$ cat src/rtl/ether_iload.sv
// ether_iload: stages aggregated Ethernet receive words for one frame, waits
// for the checksum verdict, then writes the frame's instruction words into
// the instruction bank. Bad, malformed, oversize or timed-out frames are
// discarded whole.
//
// Bank write handshake: ibank_wr_valid, ibank_wr_addr and ibank_wr_data are
// registered and hold steady while ibank_wr_valid is high and ibank_wr_ready
// is low; a write happens in any cycle where both are high, and the next
// word is presented the following cycle with no bubble.
module ether_iload #(
    parameter int         DEPTH       = 64,
    parameter int         ADDR_W      = 8,
    parameter logic [7:0] MAGIC       = 8'hC5,
    parameter int         FCS_TIMEOUT = 1024
) (
    input  logic              clk_50mhz,
    input  logic              rst,
    input  logic              frame_valid,
    input  logic              axiiv,
    input  logic [31:0]       axiid,
    input  logic              fcs_done,
    input  logic              fcs_kill,
    output logic              ibank_wr_valid,
    input  logic              ibank_wr_ready,
    output logic [ADDR_W-1:0] ibank_wr_addr,
    output logic [31:0]       ibank_wr_data,
    output logic              load_done,
    output logic              busy,
    output logic [15:0]       good_count,
    output logic [15:0]       drop_count
);

    localparam int AW = $clog2(DEPTH);
    localparam int PW = AW + 1;                  // pointers must be able to hold DEPTH
    localparam int TW = $clog2(FCS_TIMEOUT + 1);

    typedef enum logic [1:0] {
        IDLE     = 2'd0,
        RECV     = 2'd1,
        WAIT_FCS = 2'd2,
        DRAIN    = 2'd3
    } state_t;

    state_t            state_q, state_d;
    logic              fv_q, fv_d;
    logic              done_q, done_d;
    logic [PW-1:0]     wr_ptr_q, wr_ptr_d;
    logic [PW-1:0]     rd_ptr_q, rd_ptr_d;
    logic [PW-1:0]     cnt_q, cnt_d;
    logic [ADDR_W-1:0] base_q, base_d;
    logic              bad_q, bad_d;
    logic              ovf_q, ovf_d;
    logic              done_pend_q, done_pend_d;
    logic              kill_pend_q, kill_pend_d;
    logic              ign_q, ign_d;
    logic [TW-1:0]     timer_q, timer_d;
    logic              wr_valid_q, wr_valid_d;
    logic [ADDR_W-1:0] wr_addr_q, wr_addr_d;
    logic [31:0]       wr_data_q, wr_data_d;
    logic              load_done_q, load_done_d;
    logic [15:0]       good_q, good_d;
    logic [15:0]       drop_q, drop_d;

    logic [31:0]       stage_mem [DEPTH];
    logic              mem_we;
    logic [AW-1:0]     mem_waddr;

    logic              fv_rise, fv_fall, done_rise;
    logic              take;
    logic              verdict_kill;
    logic              good_inc;
    logic [1:0]        drop_inc;
    logic [16:0]       drop_sum;
    logic [PW-1:0]     rd_next;

    assign fv_rise   = frame_valid & ~fv_q;
    assign fv_fall   = ~frame_valid & fv_q;
    assign done_rise = fcs_done & ~done_q;
    assign rd_next   = rd_ptr_q + PW'(1);

    // Next-state logic: frame start, word staging, verdict and bank drain.
    always_comb begin
        state_d      = state_q;
        fv_d         = frame_valid;
        done_d       = fcs_done;
        wr_ptr_d     = wr_ptr_q;
        rd_ptr_d     = rd_ptr_q;
        cnt_d        = cnt_q;
        base_d       = base_q;
        bad_d        = bad_q;
        ovf_d        = ovf_q;
        done_pend_d  = done_pend_q;
        kill_pend_d  = kill_pend_q;
        ign_d        = ign_q;
        timer_d      = timer_q;
        wr_valid_d   = wr_valid_q;
        wr_addr_d    = wr_addr_q;
        wr_data_d    = wr_data_q;
        load_done_d  = 1'b0;
        mem_we       = 1'b0;
        mem_waddr    = '0;
        take         = 1'b0;
        verdict_kill = 1'b0;
        good_inc     = 1'b0;
        drop_inc     = 2'd0;

        // A new frame in IDLE starts with a clean pointer and flags.
        if (state_q == IDLE && fv_rise) begin
            wr_ptr_d    = '0;
            bad_d       = 1'b0;
            ovf_d       = 1'b0;
            done_pend_d = 1'b0;
            kill_pend_d = 1'b0;
            ign_d       = 1'b0;
            state_d     = RECV;
        end

        // Words belong to the current frame in RECV and, while the aggregate
        // stage lags, in WAIT_FCS unless a newer frame has already begun.
        case (state_q)
            IDLE:     take = fv_rise & axiiv;
            RECV:     take = axiiv;
            WAIT_FCS: take = axiiv & ~ign_q & ~fv_rise;
            default:  take = 1'b0;
        endcase

        if (take) begin
            if (wr_ptr_d == PW'(DEPTH)) begin
                ovf_d = 1'b1;
            end else begin
                mem_we    = 1'b1;
                mem_waddr = wr_ptr_d[AW-1:0];
                if (wr_ptr_d == '0) begin
                    bad_d  = bad_d | (axiid[31:24] != MAGIC);
                    base_d = axiid[ADDR_W-1:0];
                end
                wr_ptr_d = wr_ptr_d + PW'(1);
            end
        end

        case (state_q)
            RECV: begin
                // A verdict arriving before frame end is held until WAIT_FCS.
                if (done_rise) begin
                    done_pend_d = 1'b1;
                    kill_pend_d = fcs_kill;
                end
                if (fv_fall) begin
                    state_d = WAIT_FCS;
                    timer_d = '0;
                end
            end
            WAIT_FCS: begin
                timer_d = timer_q + TW'(1);
                if (fv_rise) begin
                    ign_d    = 1'b1;
                    drop_inc = drop_inc + 2'd1;
                end
                if (done_pend_q || done_rise) begin
                    verdict_kill = done_pend_q ? kill_pend_q : fcs_kill;
                    done_pend_d  = 1'b0;
                    if (verdict_kill || bad_d || ovf_d || (wr_ptr_d < PW'(3))) begin
                        drop_inc = drop_inc + 2'd1;
                        state_d  = IDLE;
                    end else begin
                        cnt_d      = wr_ptr_d - PW'(2);
                        rd_ptr_d   = PW'(1);
                        wr_valid_d = 1'b1;
                        wr_addr_d  = base_d;
                        wr_data_d  = stage_mem[AW'(1)];
                        state_d    = DRAIN;
                    end
                end else if (timer_q == TW'(FCS_TIMEOUT)) begin
                    drop_inc = drop_inc + 2'd1;
                    state_d  = IDLE;
                end
            end
            DRAIN: begin
                if (fv_rise) begin
                    ign_d    = 1'b1;
                    drop_inc = drop_inc + 2'd1;
                end
                if (wr_valid_q && ibank_wr_ready) begin
                    if (rd_ptr_q == cnt_q) begin
                        wr_valid_d  = 1'b0;
                        load_done_d = 1'b1;
                        good_inc    = 1'b1;
                        state_d     = IDLE;
                    end else begin
                        rd_ptr_d  = rd_next;
                        wr_addr_d = wr_addr_q + ADDR_W'(1);
                        wr_data_d = stage_mem[rd_next[AW-1:0]];
                    end
                end
            end
            default: ;
        endcase

        good_d   = (good_inc && good_q != 16'hFFFF) ? good_q + 16'd1 : good_q;
        drop_sum = {1'b0, drop_q} + 17'(drop_inc);
        drop_d   = drop_sum[16] ? 16'hFFFF : drop_sum[15:0];
    end

    // State, flag, pointer, counter and output registers.
    always_ff @(posedge clk_50mhz) begin
        if (rst) begin
            state_q     <= IDLE;
            fv_q        <= 1'b0;
            done_q      <= 1'b0;
            wr_ptr_q    <= '0;
            rd_ptr_q    <= '0;
            cnt_q       <= '0;
            base_q      <= '0;
            bad_q       <= 1'b0;
            ovf_q       <= 1'b0;
            done_pend_q <= 1'b0;
            kill_pend_q <= 1'b0;
            ign_q       <= 1'b0;
            timer_q     <= '0;
            wr_valid_q  <= 1'b0;
            wr_addr_q   <= '0;
            wr_data_q   <= '0;
            load_done_q <= 1'b0;
            good_q      <= '0;
            drop_q      <= '0;
        end else begin
            state_q     <= state_d;
            fv_q        <= fv_d;
            done_q      <= done_d;
            wr_ptr_q    <= wr_ptr_d;
            rd_ptr_q    <= rd_ptr_d;
            cnt_q       <= cnt_d;
            base_q      <= base_d;
            bad_q       <= bad_d;
            ovf_q       <= ovf_d;
            done_pend_q <= done_pend_d;
            kill_pend_q <= kill_pend_d;
            ign_q       <= ign_d;
            timer_q     <= timer_d;
            wr_valid_q  <= wr_valid_d;
            wr_addr_q   <= wr_addr_d;
            wr_data_q   <= wr_data_d;
            load_done_q <= load_done_d;
            good_q      <= good_d;
            drop_q      <= drop_d;
        end
    end

    // Staging buffer write port; contents need no reset.
    always_ff @(posedge clk_50mhz) begin
        if (mem_we) begin
            stage_mem[mem_waddr] <= axiid;
        end
    end

    assign ibank_wr_valid = wr_valid_q;
    assign ibank_wr_addr  = wr_addr_q;
    assign ibank_wr_data  = wr_data_q;
    assign load_done      = load_done_q;
    assign busy           = (state_q != IDLE);
    assign good_count     = good_q;
    assign drop_count     = drop_q;

endmodule

$ cat config.mk
export PLATFORM = sky130hd
export DESIGN_NAME = ether_iload
export DESIGN_NICKNAME = d
export VERILOG_FILES = /design/src/rtl/ether_iload.sv
export SDC_FILE = /design/constraint.sdc
export NUM_CORES = 2
export LEC_CHECK = 0
export ABC_AREA = 1
export BUFFER_PORTS_ARGS = -buffer_cell sky130_fd_sc_hd__buf_2
export CAP_MARGIN = 20
export CORE_MARGIN = 8
export CORE_UTILIZATION = 35
export CTS_CLUSTER_DIAMETER = 60
export CTS_CLUSTER_SIZE = 14
export DETAILED_ROUTE_END_ITERATION = 7
export GPL_TIMING_DRIVEN = 1
export SYNTH_ARGS = -nofsm -noshare
export SYNTH_HDL_FRONTEND = slang
export SYNTH_SLANG_ARGS = --single-unit
$ cat constraint.sdc
create_clock -name clk_50mhz -period 15.2 [get_ports clk_50mhz]
set_input_delay 4.56 -clock clk_50mhz [delete_from_list [all_inputs] [get_ports clk_50mhz]]
set_output_delay 4.56 -clock clk_50mhz [all_outputs]
set_load 0.01 [all_outputs]
# Yosys cells after proc, flatten, opt, wreduce, memory -nomap -nowiden
# Memory sizes are Yosys's and may differ from the RTL's.
# Index checks and enable logic that the tools add are counted.
[word_totals]
latch_bits = 0
mem_bits_ro = 0
n_memories = 1
out_inout_bits = 75
ramBits = 2048
ff_bits = 123
word_cells = 144
[mem_list]
columns = ["name", "depth", "width", "rd", "rd_clocked_by_memory_dff", "write_ports", "line_no", "rtl"]
rows = [
  ["stage_mem", 64, 32, 2, 0, 1, "64", "logic [31:0] stage_mem [DEPTH];"],
]
[op_classes]
div = 0
order_cmp = 1
n_mul = 0
shifts = 0
eq_ne = 14
addsub = 8
reduce_logical = 17
bitwise_logic = 13
mux = 71
[op_table]
columns = ["cell", "n"]
rows = [
  ["two-way mux 32 bit", 4],
  ["case mux 32 bit (2 select lines)", 1],
  ["two-way mux 8 bit", 7],
  ["two-way mux 7 bit", 7],
  ["two-way mux 1 bit", 29],
  ["two-way mux 2 bit", 11],
  ["case mux 11 bit (2 select lines)", 1],
  ["adder 16 x 2 -> 17 bit", 1],
  ["adder 16 x 1 -> 16 bit, second input constant", 1],
  ["two-way mux 16 bit", 1],
  ["!= test 16 bit, second input constant", 1],
  ["case mux 8 bit (2 select lines)", 1],
  ["adder 7 x 1 -> 7 bit, second input constant", 2],
  ["case mux 7 bit (2 select lines)", 1],
  ["two-way mux 6 bit", 2],
  ["!= test 2 bit, second input constant", 6],
  ["adder 11 x 1 -> 11 bit, second input constant", 1],
  ["equality test 11 bit, second input constant", 1],
  ["two-way mux 11 bit", 1],
  ["AND reduction 5 bit", 2],
  ["adder 8 x 1 -> 8 bit, second input constant", 1],
  ["!= test 8 bit, second input constant", 1],
  ["equality test 7 bit", 1],
  ["equality test 7 bit, second input constant", 1],
  ["other kinds (20)", 39],
]

# Longest topological paths before layout
[depth]
word_depth = 16
ltp_mapped = 34
mapped_depth_nobuf = 33

# Least setup slack after synthesis
# No wires, ideal clock.
[synth_path]
path_type = "input to register"
start = "input port frame_valid"
end = "register drop_q[14], in the netlist drop_count[14]"
setup_slack_ns = 7.068
t_required_ns = 15.085
setup_time_ns = 0.115
arrival_time_ns = 8.016
path_stages = 31
cell_sequence = "nand3_2 -> buf_6 -> nand2_1 -> ha_1 -> nand4_1 -> inv_1 -> nand2_2 -> nand3_1 -> nand2_1 -> inv_2 -> ha_1 -> nand3_1 -> nand2_1 -> inv_1 -> nand3_1 -> nand2_2 -> inv_2 -> nand2_1 -> nand3_1 -> nand3_1 -> ha_1 -> inv_1 -> fa_1 -> nor2_1 -> inv_1 -> nor4_1 -> nand2_1 -> nor3_1 -> nor2_1 -> o21ai_0 -> inv_1"
[synth_via]
elab_chain_cells = 15
word_cells_on_any_way = 33
[synth_lines]
columns = ["element", "line_no", "rtl"]
rows = [
  ["from (decl)", "18", "input logic frame_valid,"],
  ["AND 1 bit (*)", "76", "assign fv_rise = frame_valid & ~fv_q;"],
  ["branches (longest 11 deep; another with adder 7 x 1 -> 7 bit)", "--", ""],
  ["case mux 2 bit (2 select lines) (*)", "141", "case (state_q)"],
  ["adder 16 x 2 -> 17 bit (*)", "200", "drop_sum = {1'b0, drop_q} + 17'(drop_inc);"],
  ["two-way mux 16 bit (*)", "201", "drop_d = drop_sum[16] ? 16'hFFFF : drop_sum[15:0];"],
  ["to (signal assigned)", "245", "drop_q <= drop_d;"],
  ["to (decl)", "62", "logic [15:0] drop_q, drop_d;"],
]
# Mark *: on every way between the ends. The select of a mux whose other input is x is not followed.
# A chain may end at the register's enable or synchronous reset.

# Final worst setup path
[layout_path]
start = "input port frame_valid"
end = "register drop_q[13], in the netlist drop_count[13]"
# Same word-level chain as after synthesis.

==> impl_metrics.csv <==
group,metric,value,unit
run_status,status,"complete, no violations",
global_route,grt.overflow.total,0,
setup_path,worst_setup_path_start_kind,"input pin",
layout,fill_cells,23771,
floorplanning,dieHeight,518,microns
timing,relSlewSlack,26.0,%
synth,yosysSeqAreaShare,72.5,%
global_route,antenna_found_initial,14,
global_route,gr-max-usage-layer,"met2",
clocking,post_cts_resized,0,
floorplanning,die-area,268000,sq um
clocking,cts_buffers,179,
pwr,p_total,16.4,mW
clocking,cts_tree,"done",
layout,final_layout_size_suffix_gt1_share,7.72,%
floorplanning,core,251000,sq um
timing,fin_crit,9000,ps
drt,post_drt_wl_per_cell,24.7,microns
setup_path,endpoint_kind,"flop",
timing,setup_tns,0,ps
drt,drc,0,
timing,hold_slack,459,ps
timing,hold_violations,0,
clocking,clock_sinks,2171,
drt,drtPass1Iterations,8,
floorplanning,initial_core_util,35.2,%
placed_design,hpwlAfterDp,155000,microns
synth,synthFlopType,"edfxtp_1",
layout,final_cell_mix,"nand2_1 (2352), edfxtp_1 (2048), nand3_1 (1880)",
synth,synth.distinct_cells,51,
global_route,grt_pass1_wl,393000,microns
timing,final.period_utilization,59.2,%
hold_path,hold_path.class,"flop to flop",
timing,clock.fmax,111,MHz
setup_path,crit_fanout,22,
pwr,p_per_area,167,nW/um^2
timing,skew,35.6,ps
placed_design,place_congestion,0.864,
global_route,grt_max_degree,147,
timing,setup_viol,0,
layout,seqCellArea,64000,sq um
synth,synth-seq-cells,2171,
synth,yosysWarningCount,0,
drt,avgViaCountPerCell,5.41,
clocking,cts-htree-levels,4,
drt,routed_wl,272000,microns
synth,synth_edf_count,2048,
floorplanning,io_pins,114,
drt,num_vias,59604,
global_route,grt_pass1_vias,55586,
floorplanning,die_w,518,microns
floorplanning,num_rows,184,
synth,mappedNetlistNets,7711,
clocking,cts_buffer_depth,3,
global_route,globalRouteTotalUtil,19.4,%
clocking,cts-root-buf,"clkbuf_16",
synth,netlist_area,88200,sq um
job,maxCapViolations,0,
synth,syn_area_per_cell,11.5,sq um
clocking,clk_pin_slew,70,ps
drt,drtAntennaViolNets,0,
timing,maxSlewViolCount,0,
timing,rsz0062_at_grt,"no",
timing,worst_slew_pin_slew,1110,ps
layout,layout.nets,7671,
setup_path,criticalPathCategory,"input pin to flop",
synth,netlist_instances,7656,
setup_path,arrival,9760,ps
layout,multi_input_area,22300,sq um
synth,async_flop_share,0,%
clocking,post_cts_buffers,0,
global_route,use_met2,29.8,%
layout,syn_to_final_growth,11.4,%
clocking,clk_latency,840,ps
setup_path,required,15970,ps
clocking,cts_hold_buf,0,
global_route,use_met3,3.28,%
pwr,p_leak,33.7,nW
drt,drt_iter0_markers,7369,
layout,final_common_cell,"nand2_1",
global_route,met1_usage,26.9,%
placed_design,port-buffer-count,113,
pwr,vdd_drop_max,173,uV
==> cell usage after synthesis (2+ instances only) <==
| cell type | n | area, sq um |
|---|---|---|
| nand3_1 | 1880 | 9410 |
| buf_6 | 3 | 33.8 |
| mux2i_1 | 10 | 100 |
| nor2_2 | 3 | 18.8 |
| clkbuf_1 | 287 | 1080 |
| nand2_2 | 6 | 37.5 |
| ha_1 | 15 | 188 |
| or2_2 | 2 | 12.5 |
| a21oi_2 | 10 | 87.6 |
| inv_2 | 9 | 33.8 |
| buf_1 | 65 | 244 |
| a21oi_1 | 148 | 741 |
| a22oi_1 | 2 | 15.0 |
| nand2_1 | 2353 | 8830 |
| nor3_1 | 22 | 110 |
| nor4_1 | 5 | 31.3 |
| o31ai_1 | 7 | 52.6 |
| o211ai_1 | 9 | 67.6 |
| nand3_2 | 4 | 40.0 |
| o22ai_1 | 12 | 75.1 |
| o221ai_1 | 2 | 17.5 |
| o21ai_1 | 9 | 45.0 |
| nor2_1 | 232 | 871 |
| dfxtp_1 | 123 | 2460 |
| xor2_1 | 22 | 193 |
| xnor2_1 | 13 | 114 |
| edfxtp_1 | 2048 | 61500 |
| nor3b_1 | 4 | 30.0 |
| o21ai_0 | 87 | 435 |
| buf_4 | 8 | 60.1 |
| clkinv_1 | 2 | 7.51 |
| nand4_1 | 9 | 56.3 |
| buf_2 | 124 | 621 |
| inv_1 | 104 | 390 |
==> power breakdown <==
part	switching [mW]	internal [mW]
Sequential	0.0604	6.61
Clock	2.09	2.20
Combinational	4.07	1.40
Total	6.23	10.2
==> worst max-delay path, stage by stage <==
cell and delay [ps]:
buf_2 140, nand3_2 430, nand2_1 180, nor2_1 60
nor2_2 470, nand2_2 620, nor2_1 240, nor2_1 130
nor2_1 150, nand3_1 110, nand2_2 150, inv_2 100
nand2_1 70, nand3_1 70, nand3_1 160, ha_1 200
inv_1 60, fa_1 430, nor2_1 190, inv_1 80
nor4_1 380, nand2_1 190, nor2_1 210, inv_1 130
o21ai_0 90, o21ai_0 90, inv_1 80
==> cell families (layout without fill, tap and decap cells) <==
family	count (synthesis)	after routing	synth area share (%)
buffers and inverters	604	617	2.84
and+or+nand+nor	4524	4524	22.1
DFF	2171	2171	72.5
muxes	11	11	0.126
xor gates and xnor gates	35	35	0.348
other	0	7	0
adders and majority gates	16	16	0.235
AOI/OAI and AO/OA	295	295	1.84
==> final cells by class <==
cell class | instances | share of cell area, %
Sequential cell | 2171 | 65.1
Multi-Input combinational cell | 4881 | 22.7
Clock buffer | 206 | 4.74
Tap cell | 3348 | 4.26
Timing Repair Buffer | 268 | 2.45
Inverter | 115 | 0.467
Clock inverter | 28 | 0.313
Antenna cell | 7 | 0.0178
==> final timing paths <==
path / start / endpoint / slack (ps) / depth (start not counted)
max: frame_valid / drop_count[13] / 6200 / 27
min: ibank_wr_data[29] / ibank_wr_data[29] / 460 / 2
max reg2reg: rd_ptr_q[0] / ibank_wr_data[17] / 9170 / 14
min reg2reg: ibank_wr_data[29] / ibank_wr_data[29] / 460 / 2
==> layer usage <==
metal / share of wire [%] / up-vias
met4: 5.2 / 2
met1: 41 / 29535
met2: 45 / 2776
met3: 8.8 / 445
met5: 0.0026 / -
li1: - / 26846
==> registers in the layout, summed over array words and instances, names as in the netlist, 2 cells and up <==
signal and flops:
stage_mem 2048, cnt_q 7, ibank_wr_addr 8, state_q 2
timer_q 11, drop_count 16, rd_ptr_q 7, ibank_wr_data 32
good_count 16, base_q 8, wr_ptr_q 7
==> stage by stage <==
stage | instances | util (%) | setup WS [ps] | area, sq um
2_1_floorplan | 7656 | - | 7070 | 88200
3_3_place_gp | 10746 | 36.9 | 5310 | 92500
3_5_place_dp | 10760 | 37.0 | 5390 | 92800
4_1_cts | 10994 | 39.0 | 6270 | 97800
5_1_grt | 11017 | 39.2 | 5650 | 98300
6_report | 11024 | 39.2 | 6200 | 98300
Note: power is estimated with default switching activity, not from simulation.
